===== src/rtl/mem_access_ctrl.sv =====
// Memory-stage access controller: issues one handshaked load/store at a time,
// stalls upstream while busy, and flags misaligned, conflicting or timed-out accesses.
module mem_access_ctrl #(
  parameter int TIMEOUT = 15,
  parameter int WIDTH   = 16
) (
  input  logic             clk,
  input  logic             rst,
  input  logic             Valid_in,
  input  logic             MemRead,
  input  logic             MemWrite,
  input  logic [WIDTH-1:0] Addr,
  input  logic [WIDTH-1:0] WriteData,
  input  logic             mem_Stall,
  input  logic             mem_Done,
  input  logic [WIDTH-1:0] mem_DataOut,
  output logic             mem_Rd,
  output logic             mem_Wr,
  output logic [WIDTH-1:0] mem_Addr,
  output logic [WIDTH-1:0] mem_DataIn,
  output logic [WIDTH-1:0] ReadData,
  output logic             Stall_out,
  output logic             Done_out,
  output logic             err
);

  localparam logic [2:0] S_IDLE = 3'd0;
  localparam logic [2:0] S_REQ  = 3'd1;
  localparam logic [2:0] S_WAIT = 3'd2;
  localparam logic [2:0] S_DONE = 3'd3;
  localparam logic [2:0] S_ERR  = 3'd4;

  localparam logic [7:0] CNT_LAST = 8'(TIMEOUT - 1);

  logic [2:0]       state_q, state_d;
  logic [7:0]       cnt_q, cnt_d;
  logic [WIDTH-1:0] addr_q, addr_d;
  logic [WIDTH-1:0] wdata_q, wdata_d;
  logic             op_rd_q, op_rd_d;
  logic             op_wr_q, op_wr_d;
  logic [WIDTH-1:0] rdata_q, rdata_d;

  logic access;
  logic bad_access;
  logic stall_c;

  assign access     = Valid_in & (MemRead | MemWrite);
  assign bad_access = (MemRead & MemWrite) | Addr[0];

  always_comb begin
    state_d = state_q;
    cnt_d   = cnt_q;
    addr_d  = addr_q;
    wdata_d = wdata_q;
    op_rd_d = op_rd_q;
    op_wr_d = op_wr_q;
    rdata_d = rdata_q;
    stall_c = 1'b0;
    case (state_q)
      S_IDLE: begin
        if (access) begin
          if (bad_access) begin
            state_d = S_ERR;
          end else begin
            stall_c = 1'b1;
            addr_d  = Addr;
            wdata_d = WriteData;
            op_rd_d = MemRead;
            op_wr_d = MemWrite;
            state_d = S_REQ;
          end
        end
      end
      S_REQ: begin
        stall_c = 1'b1;
        if (!mem_Stall) begin
          if (mem_Done) begin
            if (op_rd_q) rdata_d = mem_DataOut;
            state_d = S_DONE;
          end else begin
            cnt_d   = 8'd0;
            state_d = S_WAIT;
          end
        end
      end
      S_WAIT: begin
        stall_c = 1'b1;
        if (mem_Done) begin
          if (op_rd_q) rdata_d = mem_DataOut;
          state_d = S_DONE;
        end else if (cnt_q == CNT_LAST) begin
          state_d = S_ERR;
        end else begin
          cnt_d = cnt_q + 8'd1;
        end
      end
      S_DONE: state_d = S_IDLE;
      S_ERR: stall_c = 1'b1;
      default: state_d = S_IDLE;
    endcase
  end

  always_ff @(posedge clk or negedge rst) begin
    if (!rst) begin
      state_q <= S_IDLE;
      cnt_q   <= 8'd0;
      addr_q  <= '0;
      wdata_q <= '0;
      op_rd_q <= 1'b0;
      op_wr_q <= 1'b0;
      rdata_q <= '0;
    end else begin
      state_q <= state_d;
      cnt_q   <= cnt_d;
      addr_q  <= addr_d;
      wdata_q <= wdata_d;
      op_rd_q <= op_rd_d;
      op_wr_q <= op_wr_d;
      rdata_q <= rdata_d;
    end
  end

  // Strobes decode straight from state so an async reset drops them at once.
  assign mem_Rd     = (state_q == S_REQ) & op_rd_q;
  assign mem_Wr     = (state_q == S_REQ) & op_wr_q;
  assign mem_Addr   = addr_q;
  assign mem_DataIn = wdata_q;
  assign ReadData   = rdata_q;
  assign Done_out   = (state_q == S_DONE);
  assign err        = (state_q == S_ERR);
  assign Stall_out  = rst & stall_c;

endmodule


===== config.mk =====
export PLATFORM = sky130hd
export DESIGN_NAME = mem_access_ctrl
export DESIGN_NICKNAME = d
export VERILOG_FILES = /design/src/rtl/mem_access_ctrl.sv
export SDC_FILE = /design/constraint.sdc
export NUM_CORES = 1
export LEC_CHECK = 0
export CAP_MARGIN = 20
export CELL_PAD_IN_SITES_DETAIL_PLACEMENT = 0
export CELL_PAD_IN_SITES_GLOBAL_PLACEMENT = 1
export CORE_AREA = 2 2 93 95
export DETAILED_ROUTE_END_ITERATION = 10
export DIE_AREA = 0 0 95 97
export HOLD_SLACK_MARGIN = 0.12
export PLACE_DENSITY_LB_ADDON = 0.1
export SETUP_SLACK_MARGIN = 0.2
export SLEW_MARGIN = 20
export SYNTH_ARGS = -nofsm -noshare
export SYNTH_HDL_FRONTEND = slang
export SYNTH_SLANG_ARGS = --single-unit

===== constraint.sdc =====
create_clock -name clk -period 2.15 [get_ports clk]
set_input_delay 0.215 -clock clk [delete_from_list [all_inputs] [get_ports clk]]
set_output_delay 0.215 -clock clk [all_outputs]
set_load 0.02 [all_outputs]

==> results.json <==
{
  "setup_tns_ns": 0,
  "start_util_pct": 32.3,
  "dieArea_um2": 9220,
  "grt_pass1_wl_um": 9580,
  "worstMarginPinSlew_ns": 0.784,
  "multi_input_area_um2": 1040,
  "routabilityCongestion": 0.703,
  "vias": 1908,
  "die_h_um": 97,
  "drive_above_1_share_pct": 25.7,
  "core-area_um2": 8130,
  "layout_setup_ws_ns": 0.304,
  "syn_inst": 192,
  "routed_wl_um": 5940,
  "wl_per_cell_um": 14.3,
  "fin_worst_skew_ns": 0.00708,
  "worstPathRequired_ns": 2.36,
  "fin_util_pct": 49.4,
  "synth-async-reset-ratio_pct": 100,
  "maxCapViolCount": 0,
  "grt_usage_pct": 13.5,
  "io_buffers": 107,
  "ys_types": 39,
  "synthFlopType": "dfrtp_1",
  "drc": 0,
  "clkLatencyLatePin_ns": 0.33,
  "run_status": "complete, no violations",
  "synthToLayoutAreaGrowth_pct": 52.7,
  "report.final.slew_viol_count": 0,
  "cp_cell_sequence": "or3b_1 -> o21ai_2 -> mux2_2",
  "crit_arrival_ns": 2.06,
  "layout.cells.non_filler": 416,
  "dp_worst_setup_slack_ns": 0.0423,
  "path_clk_slew_ns": 0.07,
  "fillers": 735,
  "critPathMaxFanout": 12,
  "fmax_ghz": 0.542,
  "fin_nets": 363,
  "dp.cells": 399,
  "critPathLaunchType": "flip-flop",
  "crit_type": "flip-flop to flip-flop",
  "avgViaCountPerCell": 4.59,
  "chipWidth_um": 95,
  "ys_warn_count": 0,
  "crit_family": "simple AND/OR/NAND/NOR gates",
  "rsz0062_at_grt": "false",
  "grt_pass1_vias": 1939,
  "grt_max_degree": 62,
  "syn_avg_cell_area_um2": 13.7,
  "drtPass1Iterations": 4,
  "layout_min_cycle_time_ns": 1.85,
  "drt_iter0_drc": 80,
  "cts_setup_buffers": 0,
  "row_count": 33,
  "slowest_delay_ns": 0.57,
  "synth_edf_count": 0,
  "clock_path_buffers": 2,
  "pin_count": 108,
  "critPathCaptureType": "flip-flop",
  "hold_path_class": "input port to flip-flop",
  "hpwl_um": 4080,
  "antenna_found_initial": 0,
  "pwr_density_cell_nw_per_um2": 1330,
  "ys_seq_area_share_pct": 58.1,
  "cts_buffers": 9,
  "grt_overflow": 0,
  "crit_buf_inv": 0,
  "syn_nets": 249,
  "vdd_drop_max_v": 0.000587,
  "area.sequential_um2": 1530,
  "fin_total_pwr_mw": 5.34,
  "cp_slowest_cell": "or3b_1",
  "ant_nets": 0,
  "cts_tree": "yes",
  "hold_viol": 0,
  "netlist_area_um2": 2630,
  "p_leak_nw": 1.74,
  "finalSetupViolCount": 0,
  "ys_ff_latch": 61,
  "numClockSinks": 61,
  "fin_crit_sh_pct": 85.9,
  "htreeDepth": 3,
  "root_buffer": "clkbuf_8",
  "diodes": 0,
  "slew_headroom_pct": 47.7
}
[metrics by stage]
step / hold slack [ns] / instance area [µm²]
after floorplan: -0.0806 / 2630
after global placement: 0.469 / 3810
after detailed placement: 0.467 / 3810
after CTS: 0.474 / 4010
after global routing: 0.479 / 4020
final: 0.489 / 4020
[state kept, by name, summed over array words and instances (netlist names)]
register / count
ReadData: 16
mem_Addr: 16
mem_DataIn: 16
cnt_q: 8
state_q: 3
op_rd_q: 1
op_wr_q: 1
[report_power, final]
| group | leakage (nW) | internal [mW] | total, mW | switching, mW |
|---|---|---|---|---|
| registers | 0.762 | 1.64 | 1.94 | 0.300 |
| clock network | 0.0964 | 0.564 | 0.994 | 0.430 |
| logic | 0.885 | 1.32 | 2.41 | 1.09 |
| total | 1.74 | 3.52 | 5.34 | 1.82 |
[per-layer routing]
layer  up-vias  part of all wire, %  global-route usage (%)
met3         9                  8.8                    5.06
met2        76                   44                    19.6
met1       910                   46                    17.5
met4         0                  1.5                    6.69
li1        913                    -                       -
met5         -                    0                       0
[cells in the mapped netlist (3+ instances only)]
cell type	n	area share, %
nor3_1	3	0.57
mux2_2	51	22
buf_6	3	1.3
nand2_1	8	1.1
buf_2	4	0.76
nor2_1	9	1.3
o21ai_0	7	1.3
a21oi_1	4	0.76
dfrtp_1	61	58
nand3_1	3	0.57
[worst paths after layout]
check | from | endpoint | slack (ns) | cells after the start
setup / recovery | state_q[2]$_DFFE_PN0P_ | cnt_q[1]$_DFFE_PN0P_ | 0.30 | 3
hold / removal | mem_DataOut[6] | ReadData[6]$_DFFE_PN0P_ | 0.49 | 2
setup reg to reg | state_q[2]$_DFFE_PN0P_ | cnt_q[1]$_DFFE_PN0P_ | 0.30 | 3
hold reg to reg | mem_Addr[0]$_DFFE_PN0P_ | mem_Addr[0]$_DFFE_PN0P_ | 0.50 | 1
max in group asynchronous | rst | state_q[0]$_DFFE_PN0P_ | 1.00 | 3
min in group asynchronous | rst | cnt_q[7]$_DFFE_PN0P_ | 0.61 | 3
[worst register-to-register path: stages, from the launching register on]
cell     delay (ns)
dfrtp_1        0.50
or3b_1         0.57
o21ai_2        0.29
mux2_2         0.36
[layout by cell type, fill, tap and decap left out, types with 2 or more instances in the layout]
master	netlist	layout
clkdlybuf4s50_1	0	101
dfrtp_1	61	59
buf_4	0	3
ha_1	2	2
nor3b_2	2	2
nand2_1	8	8
o21ai_0	7	7
xnor2_1	2	2
nor4bb_1	2	2
a21oi_1	4	4
nor3_1	3	2
clkinv_2	0	2
dfrtp_2	0	2
clkbuf_1	2	2
and3_1	2	2
inv_1	2	2
o21ai_2	2	2
mux2_2	51	51
dlygate4sd2_1	0	4
nor2_1	9	9
and2_1	2	2
nand3_1	3	3
a31oi_1	2	2
clkbuf_8	0	10
[layout make-up]
| class | count | area share (%) |
|---|---|---|
| Clock buffer | 12 | 3.61 |
| Timing Repair Buffer | 112 | 27.8 |
| Sequential cell | 61 | 38.1 |
| Inverter | 2 | 0.187 |
| Clock inverter | 4 | 1.18 |
| Multi-Input combinational cell | 120 | 25.9 |
| Tap cell | 105 | 3.27 |
[cell families after synthesis]
group / share of synthesized area [%]
adder cells (fa/ha/maj): 1.33
flip-flops: 58.1
multiplexers: 21.8
AO/OA/AOI/OAI: 5.85
AND/OR/NAND/NOR: 9.28
XOR/XNOR: 1.00
buffers and inverters: 2.62
[what timing repair did]
| action | CTS | global route |
|---|---|---|
| hold buffers | 1 | 0 |
| hold endpoints to repair | 61 | 0 |
| gates resized for setup | 7 | 1 |
| setup endpoints to repair | 5 | 1 |
(Power assumes the default switching activity.)
